**src/rtl/rfphoenix_icfill_pkg.sv**
```systemverilog
// rfphoenix_icfill_pkg: shared types and constants for the I$ fill controller.
//   code_address_t  32-bit fetch/line address
//   ICACHE_*        cache geometry
//   fill_state_e    fill sequencer states
//   lowest_way()    priority pick of the lowest set bit in a 4-way mask
package rfphoenix_icfill_pkg;

  typedef logic [31:0] code_address_t;

  localparam int ICACHE_LINES = 128;
  localparam int ICACHE_WAYS  = 4;
  localparam int ICACHE_BEATS = 4;

  typedef enum logic [1:0] {
    FS_IDLE,
    FS_REQ,
    FS_FILL,
    FS_TAGWR
  } fill_state_e;

  function automatic logic [1:0] lowest_way(input logic [3:0] m);
    if (m[0])      return 2'd0;
    else if (m[1]) return 2'd1;
    else if (m[2]) return 2'd2;
    else           return 2'd3;
  endfunction

endpackage

```
**src/rtl/rfphoenix_icfill_if.sv**
```systemverilog
// rfphoenix_icfill_if: memory line-read port of the I$ fill controller.
//   mem_req/mem_adr   line read request and 128-byte aligned address
//   mem_ack           request accepted
//   mem_dvld/mem_dat  returned data beat
//   mem_err           bus error during request or data return
// master = cache controller, slave = memory side.
interface rfphoenix_icfill_if
  import rfphoenix_icfill_pkg::*;
#(
  parameter int DBW = 256
);
  logic           mem_req;
  code_address_t  mem_adr;
  logic           mem_ack;
  logic           mem_dvld;
  logic [DBW-1:0] mem_dat;
  logic           mem_err;

  modport master (output mem_req, mem_adr,
                  input  mem_ack, mem_dvld, mem_dat, mem_err);
  modport slave  (input  mem_req, mem_adr,
                  output mem_ack, mem_dvld, mem_dat, mem_err);
endinterface

```
**src/rtl/rfphoenix_icplru.sv**
```systemverilog
// rfphoenix_icplru: per-line 3-bit tree-PLRU store for a 4-way cache.
//   rd_ndx/victim          victim decode for the line being looked up
//   upd/upd_ndx/upd_way    mark a way as most recently used
// Bit 0 selects the half, bit 1 ways 0/1, bit 2 ways 2/3. An access points
// the tree away from the accessed way. Used when RFPHOENIX_ICACHE_PLRU_EN
// is defined.
module rfphoenix_icplru #(
  parameter int LINES = 128
) (
  input  logic       clk,
  input  logic       rst,
  input  logic [6:0] rd_ndx,
  output logic [1:0] victim,
  input  logic       upd,
  input  logic [6:0] upd_ndx,
  input  logic [1:0] upd_way
);
  logic [2:0] plru [LINES];
  logic [2:0] rd_bits;

  always_comb begin
    rd_bits = plru[rd_ndx];
    victim  = rd_bits[0] ? (rd_bits[2] ? 2'd3 : 2'd2)
                         : (rd_bits[1] ? 2'd1 : 2'd0);
  end

  always_ff @(posedge clk or posedge rst) begin
    if (rst) begin
      for (int i = 0; i < LINES; i++) plru[i] <= '0;
    end else if (upd) begin
      case (upd_way)
        2'd0: begin plru[upd_ndx][0] <= 1'b1; plru[upd_ndx][1] <= 1'b1; end
        2'd1: begin plru[upd_ndx][0] <= 1'b1; plru[upd_ndx][1] <= 1'b0; end
        2'd2: begin plru[upd_ndx][0] <= 1'b0; plru[upd_ndx][2] <= 1'b1; end
        default: begin plru[upd_ndx][0] <= 1'b0; plru[upd_ndx][2] <= 1'b0; end
      endcase
    end
  end
endmodule

```
**src/rtl/rfphoenix_icfill.sv**
```systemverilog
// rfphoenix_icfill: 4-way I$ lookup and line-fill controller.
//   clk, rst           clock, asynchronous active-high reset
//   ip, ip_vld         fetch lookup request (ignored while busy)
//   hit/hit_way/miss   lookup result, one cycle after ip_vld
//   busy, fill_err     fill in progress / aborted-fill pulse
//   inv_all            invalidate every line
//   tag_ndx, tag_in    tag array read index and per-way read tags
//   tag_wr/ipo/way     tag array write at the end of a fill
//   mem                memory line-read port (rfphoenix_icfill_if.master)
//   dat_*              data array beat writes
// Build option: RFPHOENIX_ICACHE_PLRU_EN selects tree-PLRU replacement;
// otherwise a global round-robin counter picks the victim.
module rfphoenix_icfill
  import rfphoenix_icfill_pkg::*;
#(
  parameter int LINES = ICACHE_LINES,
  parameter int WAYS  = ICACHE_WAYS,
  parameter int BEATS = ICACHE_BEATS,
  parameter int DBW   = 256
) (
  input  logic                  clk,
  input  logic                  rst,
  input  code_address_t         ip,
  input  logic                  ip_vld,
  output logic                  hit,
  output logic [1:0]            hit_way,
  output logic                  miss,
  output logic                  busy,
  output logic                  fill_err,
  input  logic                  inv_all,
  output logic [6:0]            tag_ndx,
  input  logic [WAYS-1:0][24:0] tag_in,
  output logic                  tag_wr,
  output code_address_t         tag_ipo,
  output logic [1:0]            tag_way,
  rfphoenix_icfill_if.master    mem,
  output logic                  dat_wr,
  output logic [1:0]            dat_way,
  output logic [6:0]            dat_ndx,
  output logic [1:0]            dat_beat,
  output logic [DBW-1:0]        dat_o
);
  fill_state_e   state, state_nx;
  code_address_t ip_p1;
  logic          vld_p1;
  code_address_t miss_adr;
  logic [1:0]    victim_q, victim_nx, pol_victim;
  logic [1:0]    beat;
  logic          inv_pend;
  logic [WAYS-1:0] valid [LINES];
  logic [WAYS-1:0] match;
  logic [6:0]    lk_ndx, miss_ndx;
  logic          lk_take, leaving, inv_now;
  logic          unused_ip;

  assign lk_ndx    = ip_p1[13:7];
  assign miss_ndx  = miss_adr[13:7];
  assign unused_ip = ^ip_p1[6:0];
  assign busy      = (state != FS_IDLE);
  // The miss cycle itself is not busy yet, but a new lookup there would be lost.
  assign lk_take   = ip_vld & ~busy & ~miss;
  assign leaving   = (state != FS_IDLE) && (state_nx == FS_IDLE);
  // A pending invalidate is honoured on any return to IDLE, including aborts.
  assign inv_now   = (state == FS_IDLE && inv_all) || (leaving && (inv_pend || inv_all));

  // ---- lookup stage: compare registered fetch address with tag array output
  always_comb begin
    for (int w = 0; w < WAYS; w++)
      match[w] = valid[lk_ndx][w] && (tag_in[w] == ip_p1[31:7]);
    hit       = vld_p1 & (|match);
    miss      = vld_p1 & ~(|match);
    hit_way   = hit ? lowest_way(match) : 2'd0;
    victim_nx = (&valid[lk_ndx]) ? pol_victim : lowest_way(~valid[lk_ndx]);
  end

`ifdef RFPHOENIX_ICACHE_PLRU_EN
  rfphoenix_icplru #(.LINES(LINES)) u_plru (
    .clk     (clk),
    .rst     (rst),
    .rd_ndx  (lk_ndx),
    .victim  (pol_victim),
    .upd     (hit || (state == FS_TAGWR)),
    .upd_ndx ((state == FS_TAGWR) ? miss_ndx : lk_ndx),
    .upd_way ((state == FS_TAGWR) ? victim_q : hit_way)
  );
`else
  logic [1:0] rr_cnt;
  always_ff @(posedge clk or posedge rst) begin
    if (rst)                    rr_cnt <= 2'd0;
    else if (state == FS_TAGWR) rr_cnt <= rr_cnt + 2'd1;
  end
  assign pol_victim = rr_cnt;
`endif

  // ---- fill sequencer
  always_comb begin
    state_nx     = state;
    tag_ndx      = miss_ndx;
    mem.mem_req  = 1'b0;
    mem.mem_adr  = '0;
    dat_wr       = 1'b0;
    dat_way      = 2'd0;
    dat_ndx      = 7'd0;
    dat_beat     = 2'd0;
    dat_o        = '0;
    tag_wr       = 1'b0;
    tag_ipo      = '0;
    tag_way      = 2'd0;
    fill_err     = 1'b0;
    case (state)
      FS_IDLE: begin
        tag_ndx = ip[13:7];
        if (miss) state_nx = FS_REQ;
      end
      FS_REQ: begin
        mem.mem_req = 1'b1;
        mem.mem_adr = miss_adr;
        if (mem.mem_err) begin
          fill_err = 1'b1;
          state_nx = FS_IDLE;
        end else if (mem.mem_ack) begin
          state_nx = FS_FILL;
        end
      end
      FS_FILL: begin
        if (mem.mem_err) begin
          fill_err = 1'b1;
          state_nx = FS_IDLE;
        end else if (mem.mem_dvld) begin
          dat_wr   = 1'b1;
          dat_way  = victim_q;
          dat_ndx  = miss_ndx;
          dat_beat = beat;
          dat_o    = mem.mem_dat;
          if (beat == 2'(BEATS - 1)) state_nx = FS_TAGWR;
        end
      end
      FS_TAGWR: begin
        tag_wr   = 1'b1;
        tag_ipo  = miss_adr;
        tag_way  = victim_q;
        state_nx = FS_IDLE;
      end
      default: state_nx = FS_IDLE;
    endcase
  end

  // ---- control state
  always_ff @(posedge clk or posedge rst) begin
    if (rst) begin
      state    <= FS_IDLE;
      vld_p1   <= 1'b0;
      beat     <= 2'd0;
      inv_pend <= 1'b0;
      for (int i = 0; i < LINES; i++) valid[i] <= '0;
    end else begin
      state  <= state_nx;
      vld_p1 <= lk_take;
      if (state_nx != FS_FILL) beat <= 2'd0;
      else if (dat_wr)         beat <= beat + 2'd1;
      if (inv_now) begin
        for (int i = 0; i < LINES; i++) valid[i] <= '0;
      end else if (state == FS_TAGWR) begin
        valid[miss_ndx][victim_q] <= 1'b1;
      end
      if (state == FS_IDLE || leaving) inv_pend <= 1'b0;
      else if (inv_all)                inv_pend <= 1'b1;
    end
  end

  // ---- address/victim capture (data path, not reset)
  always_ff @(posedge clk) begin
    if (lk_take) ip_p1 <= ip;
    if (miss) begin
      miss_adr <= {ip_p1[31:7], 7'b0};
      victim_q <= victim_nx;
    end
  end
endmodule

```
**src/flat_wrapper.sv**
```systemverilog
// flat-port wrapper written by rule: the top's interface ports become plain ports
module rfphoenix_icfill_flat import rfphoenix_icfill_pkg::*;
#(
  parameter int LINES = ICACHE_LINES,
  parameter int WAYS  = ICACHE_WAYS,
  parameter int BEATS = ICACHE_BEATS,
  parameter int DBW   = 256
)
  (clk, rst, ip, ip_vld, hit, hit_way, miss, busy, fill_err, inv_all, tag_ndx, tag_in, tag_wr, tag_ipo, tag_way, dat_wr, dat_way, dat_ndx, dat_beat, dat_o, mem_mem_req, mem_mem_adr, mem_mem_ack, mem_mem_dvld, mem_mem_dat, mem_mem_err);
  rfphoenix_icfill_if #(.DBW(DBW)) mem_i ();
  input  logic clk;
  input  logic rst;
  input  code_address_t ip;
  input  logic ip_vld;
  output logic hit;
  output logic [1:0] hit_way;
  output logic miss;
  output logic busy;
  output logic fill_err;
  input  logic inv_all;
  output logic [6:0] tag_ndx;
  input  logic [WAYS-1:0][24:0] tag_in;
  output logic tag_wr;
  output code_address_t tag_ipo;
  output logic [1:0] tag_way;
  output logic dat_wr;
  output logic [1:0] dat_way;
  output logic [6:0] dat_ndx;
  output logic [1:0] dat_beat;
  output logic [DBW-1:0] dat_o;
  output wire logic [$bits(mem_i.mem_req)-1:0] mem_mem_req;
  output wire logic [$bits(mem_i.mem_adr)-1:0] mem_mem_adr;
  input wire logic [$bits(mem_i.mem_ack)-1:0] mem_mem_ack;
  input wire logic [$bits(mem_i.mem_dvld)-1:0] mem_mem_dvld;
  input wire logic [$bits(mem_i.mem_dat)-1:0] mem_mem_dat;
  input wire logic [$bits(mem_i.mem_err)-1:0] mem_mem_err;
  assign mem_mem_req = mem_i.mem_req;
  assign mem_mem_adr = mem_i.mem_adr;
  assign mem_i.mem_ack = mem_mem_ack;
  assign mem_i.mem_dvld = mem_mem_dvld;
  assign mem_i.mem_dat = mem_mem_dat;
  assign mem_i.mem_err = mem_mem_err;
  rfphoenix_icfill #(.LINES(LINES), .WAYS(WAYS), .BEATS(BEATS), .DBW(DBW)) u_core (.clk(clk), .rst(rst), .ip(ip), .ip_vld(ip_vld), .hit(hit), .hit_way(hit_way), .miss(miss), .busy(busy), .fill_err(fill_err), .inv_all(inv_all), .tag_ndx(tag_ndx), .tag_in(tag_in), .tag_wr(tag_wr), .tag_ipo(tag_ipo), .tag_way(tag_way), .mem(mem_i), .dat_wr(dat_wr), .dat_way(dat_way), .dat_ndx(dat_ndx), .dat_beat(dat_beat), .dat_o(dat_o));
endmodule
```
**config.mk**
```make
export PLATFORM = sky130hd
export DESIGN_NAME = rfphoenix_icfill_flat
export DESIGN_NICKNAME = d
export VERILOG_FILES = /design/src/rtl/rfphoenix_icfill_pkg.sv /design/src/rtl/rfphoenix_icfill_if.sv /design/src/rtl/rfphoenix_icplru.sv /design/src/rtl/rfphoenix_icfill.sv /design/src/flat_wrapper.sv
export SDC_FILE = /design/constraint.sdc
export NUM_CORES = 2
export LEC_CHECK = 0
export CORE_AREA = 2 2 290 292
export DETAILED_ROUTE_END_ITERATION = 8
export DIE_AREA = 0 0 292 294
export PLACE_DENSITY = 0.69
export SLEW_MARGIN = 10
export SYNTH_ARGS = -nofsm -noshare
export SYNTH_HDL_FRONTEND = slang
export SYNTH_SLANG_ARGS = --single-unit
export TNS_END_PERCENT = 10
```
**constraint.sdc**
```tcl
create_clock -name clk -period 26.9 [get_ports clk]
set_input_delay 5.38 -clock clk [delete_from_list [all_inputs] [get_ports clk]]
set_output_delay 5.38 -clock clk [all_outputs]
set_load 0.005 [all_outputs]
```
# Yosys cells after proc, flatten, opt, wreduce, memory -nomap -nowiden

Index checks and enable logic that the tools add are counted.

Input bits: 395
Output and inout port bits: 349
Register bits: 579
Logic and storage cells: 235

Multiplexer cells: 51
Magnitude comparators: 5
Add/sub/neg operators: 2
Bitwise logic cells: 11
Reduce and logical (&&, ||, !) cells: 21
Equality and inequality tests: 9

Operators by type and width:

| kind                                                                  | count |
|---|---|
| 512-bit two-way mux                                                   | 2 |
| 256-bit two-way mux                                                   | 3 |
| 512-bit bitwise OR                                                    | 1 |
| 25-bit == test                                                        | 4 |
| 32-bit two-way mux                                                    | 2 |
| 2-bit two-way mux                                                     | 21 |
| 4-bit binary-select mux with 7-bit select                             | 1 |
| 4-bit demux with 7-bit select                                         | 1 |
| 7-bit two-way mux                                                     | 4 |
| 8-bit >= comparator (second input constant)                           | 2 |
| 7-bit inverter with 8-bit output                                      | 2 |
| 1-bit two-way mux                                                     | 12 |
| 4-bit two-way mux                                                     | 3 |
| 1-bit logical AND                                                     | 9 |
| 8-bit by 1-bit < comparator with 1-bit output (second input constant) | 1 |
| 2-bit one-hot mux with 4 select lines                                 | 1 |
| 2-bit nonzero test                                                    | 4 |
| 2-bit == test (second input constant)                                 | 3 |
| 2-bit by 1-bit adder with 2-bit output (second input constant)        | 2 |
| 1-bit AND                                                             | 4 |
| 2-bit zero test                                                       | 2 |
| 4-bit AND reduction                                                   | 1 |
| 4-bit OR reduction                                                    | 1 |
| 1-bit logical OR                                                      | 3 |
| 8 further kinds                                                       | 10 |

# Logic depth before layout (Yosys ltp)

Word-level depth: 15
Mapped depth: 15

# Least setup slack after synthesis

OpenSTA, ideal clock, no wires.

Path kind: input to output
Start: in tag_in[46] (netlist name)
End: out miss
Data arrival time: 7790 ps
Slack: 13730 ps
Path buffers: 0
Stages: 7
Data required time: 21520 ps
Cell sequence: xor2_1 -> nor4_1 -> nand4_1 -> nor4_1 -> o41ai_1 -> o21ai_1 -> nor4_2

Longest elaborated chain between the ends: 5

RTL lines:

| element            | RTL line               | RTL |
|---|---|---|
| start: declaration | flat_wrapper.sv:22     | `input logic [WAYS-1:0][24:0] tag_in;` |
| 25-bit == test     | rfphoenix_icfill.sv:69 | `match[w] = valid[lk_ndx][w] && (tag_in[w] == ip_p1[31:7]);` |
| 1-bit logical AND  | rfphoenix_icfill.sv:69 |  |
| 4-bit OR reduction | rfphoenix_icfill.sv:71 | `miss = vld_p1 & ~(\|match);` |
| 1-bit inverter     | rfphoenix_icfill.sv:71 |  |
| 1-bit AND          | rfphoenix_icfill.sv:71 |  |
| end: declaration   | flat_wrapper.sv:17     | `output logic miss;` |

Every way passes these cells.

# Worst setup path after layout

Start: in tag_in[33] (netlist name)
End: out hit_way[0]

Longest elaborated chain between the ends: 5
Elaborated cells between the ends (all ways): 7

RTL lines:

| element                                                        | RTL line                                           | RTL |
|---|---|---|
| 25-bit == test *                                               | rfphoenix_icfill.sv:69                             |  |
| 1-bit logical AND *                                            | rfphoenix_icfill.sv:69                             |  |
| 4-bit OR reduction / 2-bit two-way mux (equally long branches) | rfphoenix_icfill.sv:70, rfphoenix_icfill_pkg.sv:23 |  |
| 1-bit AND / 2-bit two-way mux (equally long branches)          | rfphoenix_icfill.sv:70, rfphoenix_icfill_pkg.sv:22 |  |
| 2-bit two-way mux *                                            | rfphoenix_icfill.sv:72                             | `hit_way = hit ? lowest_way(match) : 2'd0;` |
| end: declaration                                               | flat_wrapper.sv:16                                 | `output logic [1:0] hit_way;` |

Mark *: on every way between the ends. The rest lies on a longest branch, timed or not.

==> results_dict.tcl <==
set metrics [dict create \
    grt.overflow.total 0 \
    dpl.hpwl_mm 121 \
    htree_levels 2 \
    yosys_warnings 0 \
    hold_start "u_core.pol_victim[1]" \
    cts.sink_count 572 \
    drive_gt1_share_pct 19.2 \
    rows 106 \
    r2r-start "u_core.ip_p1[11]" \
    postSynthCellCount 2932 \
    synth_top_cell_area_share_pct 41.1 \
    finalHoldViolCount 0 \
    finalNetCount 3904 \
    grt_max_degree 179 \
    numPortBuffers 722 \
    whs_path_depth 1 \
    ios 744 \
    startpoint_type "input pin" \
    synth_area_leaders "dfrtp_1, nor3_2, a21oi_1" \
    power.net_switching_mw 1.16 \
    clock_latency_ns 0.64 \
    die_w_um 292 \
    critPathKind "in -> out" \
    p_seq_share_pct 34.2 \
    finalMaxSlewViolations 0 \
    tns_ns 0 \
    p_int_mw 1.67 \
    avgSynthCellArea_um2 10.8 \
    dieArea_um2 85800 \
    cts-root-buf "clkbuf_16" \
    rr_endpoint "u_core.valid[108]" \
    period_share_pct 56.4 \
    setup_viol 0 \
    synthFlopType "dfrtp_1" \
    gp_congestion 0.995 \
    wl_per_cell_um 34.0 \
    crit_fanout 4 \
    postCtsSetupBuffers 0 \
    yosysUniqueCellTypes 57 \
    min_to "u_core.pol_victim[1]" \
    critPathRequiredTime_ns 21.52 \
    placedCellCount 4524 \
    p_clk_share_pct 30.1 \
    dpl_worst_slack_ns 11.83 \
    p_total_mw 2.83 \
    end_kind "output pin" \
    vdd_drop_max_mv 0.104 \
    grt_pass1_wl_mm 215 \
    first_iter_violations 3496 \
    skew_ns 0.0327 \
    post_dp_cell_area_um2 39400 \
    post-synth-top-count-cell "a21oi_1" \
    track_usage_pct 36.0 \
    vias 27500 \
    swShare_pct 41.1 \
    ys_ff_latch 572 \
    ctsHoldBuffers 0 \
    rsz0062_at_grt "false" \
    relSlewSlack_pct 24.5 \
    post_drt_via_cell_ratio 5.87 \
    async_flop_share_pct 90.9 \
    grt_pass1_vias 26000 \
    finalWirelength_mm 159 \
    fill_cells 7535 \
    cap_violations 0 \
    fp.coreArea_um2 82900 \
    pwr-share-comb_pct 35.8 \
    reg2regPathDepth 11 \
    area_growth_pct 30.7 \
    cts_resized 0 \
    synth_top_cells_by_count "a21oi_1, dfrtp_1, nor3_2" \
    antenna_found_initial 70 \
    min_period_ns 15.18 \
    syn_area_um2 31700 \
    final_cell_area_um2 41400 \
    cts_tree "yes" \
    start_util_pct 38.2 \
    die_h_um 294 \
    finalWorstSetupSlack_ns 11.72 \
    status "complete, no violations" \
    yosysSeqAreaShare_pct 46.0 \
    clockBufferDepth 3 \
    synth_edf_count 52 \
    min_path_type "reg -> reg" \
    cts_buffers 57 \
    instances_no_fill 4674 \
    tightest_slew_ns 1.12 \
    drt_pre_antenna_iters 6 \
    drc 0 \
    powerDensity_nw_per_um2 68.3 \
    drtAntennaViolNets 0 \
    clkTransAtPathRegs_ns 0.06 \
    worst_ep_arrival_time_ns 9.80 \
    reg2reg_slack_ns 20.47 \
    max_freq_mhz 65.9 \
    synth_top_area_cell "dfrtp_1" \
    p_leak_nw 16.8 \
]
-- layout by cell type, fill, tap and decap left out, drive strengths merged, types with 7 or more instances in the layout --
master,Yosys,final
clkinv,0,10
conb,1,14
clkdlybuf4s50,0,722
a21oi,532,532
nor2,152,152
nand3,25,25
dfrtp,520,520
and2,325,325
nor3,525,525
mux2,19,19
bufinv,0,7
mux2i,97,97
nor4,26,26
nor2b,11,11
nand4,14,14
clkbuf,175,86
xor2,70,70
a22oi,44,44
mux4,91,91
o22ai,9,9
xnor2,33,33
edfxtp,52,52
buf,112,64
diode,0,44
nand2,29,29
inv,11,13
-- stage by stage --
step	hold slack, ns	utilization, %
3_3_place_gp	0.463	47.5
4_1_cts	0.480	49.8
3_5_place_dp	0.471	47.5
2_1_floorplan	0.421	-
5_1_grt	0.493	49.9
6_report	0.482	50.0
-- flip-flops by register name (all words and copies together) (netlist names) --
register           flops
u_core.valid         512
u_core.vld_p1          1
u_core.beat            2
u_core.miss_adr       25
u_core.inv_pend        1
u_core.victim_q        2
u_core.ip_p1          25
u_core.state           2
u_core.pol_victim      2
-- power by group through the flow --
| stage | clock, mW | combinational (mW) | sequential [mW] |
|---|---|---|---|
| final | 0.850 | 1.01 | 0.966 |
| after global routing | 0.887 | 1.05 | 0.965 |
| after CTS | 0.852 | 0.995 | 0.962 |
| after detailed placement | 0 | 0.992 | 0.978 |
| after global placement | 0 | 0.994 | 0.978 |
| after floorplan | 0 | 0.665 | 0.940 |
-- area by class of cell --
type / instances / area [µm²] / area share [%]
well taps: 1080 / 1350 / 3.26
clock inverters: 20 / 285 / 0.689
repair buffers: 786 / 7770 / 18.8
flip-flops and latches: 572 / 14600 / 35.2
clock buffers: 86 / 1680 / 4.05
inverters: 11 / 48.8 / 0.118
diodes: 44 / 110 / 0.266
multi-input cells: 2075 / 15600 / 37.7
-- per-layer routing --
layer / global-route usage (%) / vias to the layer above / part of all wire, %
met5: 0 / - / 0.065
met4: 16.7 / 16 / 5.2
met3: 10.1 / 270 / 10
met2: 56.0 / 1674 / 46
met1: 46.6 / 13900 / 38
li1: - / 11600 / -
-- how the worst max path moves through the flow --
| stage | start | to | depth (start not counted) |
|---|---|---|---|
| floorplan | rst | u_core.beat[0] | 1 |
| global placement | tag_in[37] | hit_way[0] | 10 |
| detailed placement | tag_in[33] | hit_way[0] | 10 |
| CTS | tag_in[33] | hit_way[0] | 10 |
| global route | tag_in[53] | hit_way[0] | 9 |
| finish | tag_in[33] | hit_way[0] | 10 |
-- cells by family after synthesis --
| kind of cell | Yosys count | share of synthesized area (%) |
|---|---|---|
| AND/OR/NAND/NOR | 1130 | 25.2 |
| AO/OA/AOI/OAI | 615 | 10.4 |
| flip-flops | 572 | 46.0 |
| buffers and inverters | 298 | 5.13 |
| multiplexers | 207 | 10.2 |
| XOR/XNOR | 103 | 2.85 |
| adder cells (fa/ha/maj) | 6 | 0.237 |
| other | 1 | 0.0118 |
-- critical path, cell delays in order --
cell             delay, ns
clkdlybuf4s50_1       0.43
xor2_1                0.16
nor4_2                0.84
nand4_1               0.48
nor4_1                0.37
o41ai_1               0.22
o21ai_1               0.25
nor3_1                0.17
a2111oi_2             0.83
clkdlybuf4s50_1       0.66
No activity file was read; power rests on OpenSTA's default activity.
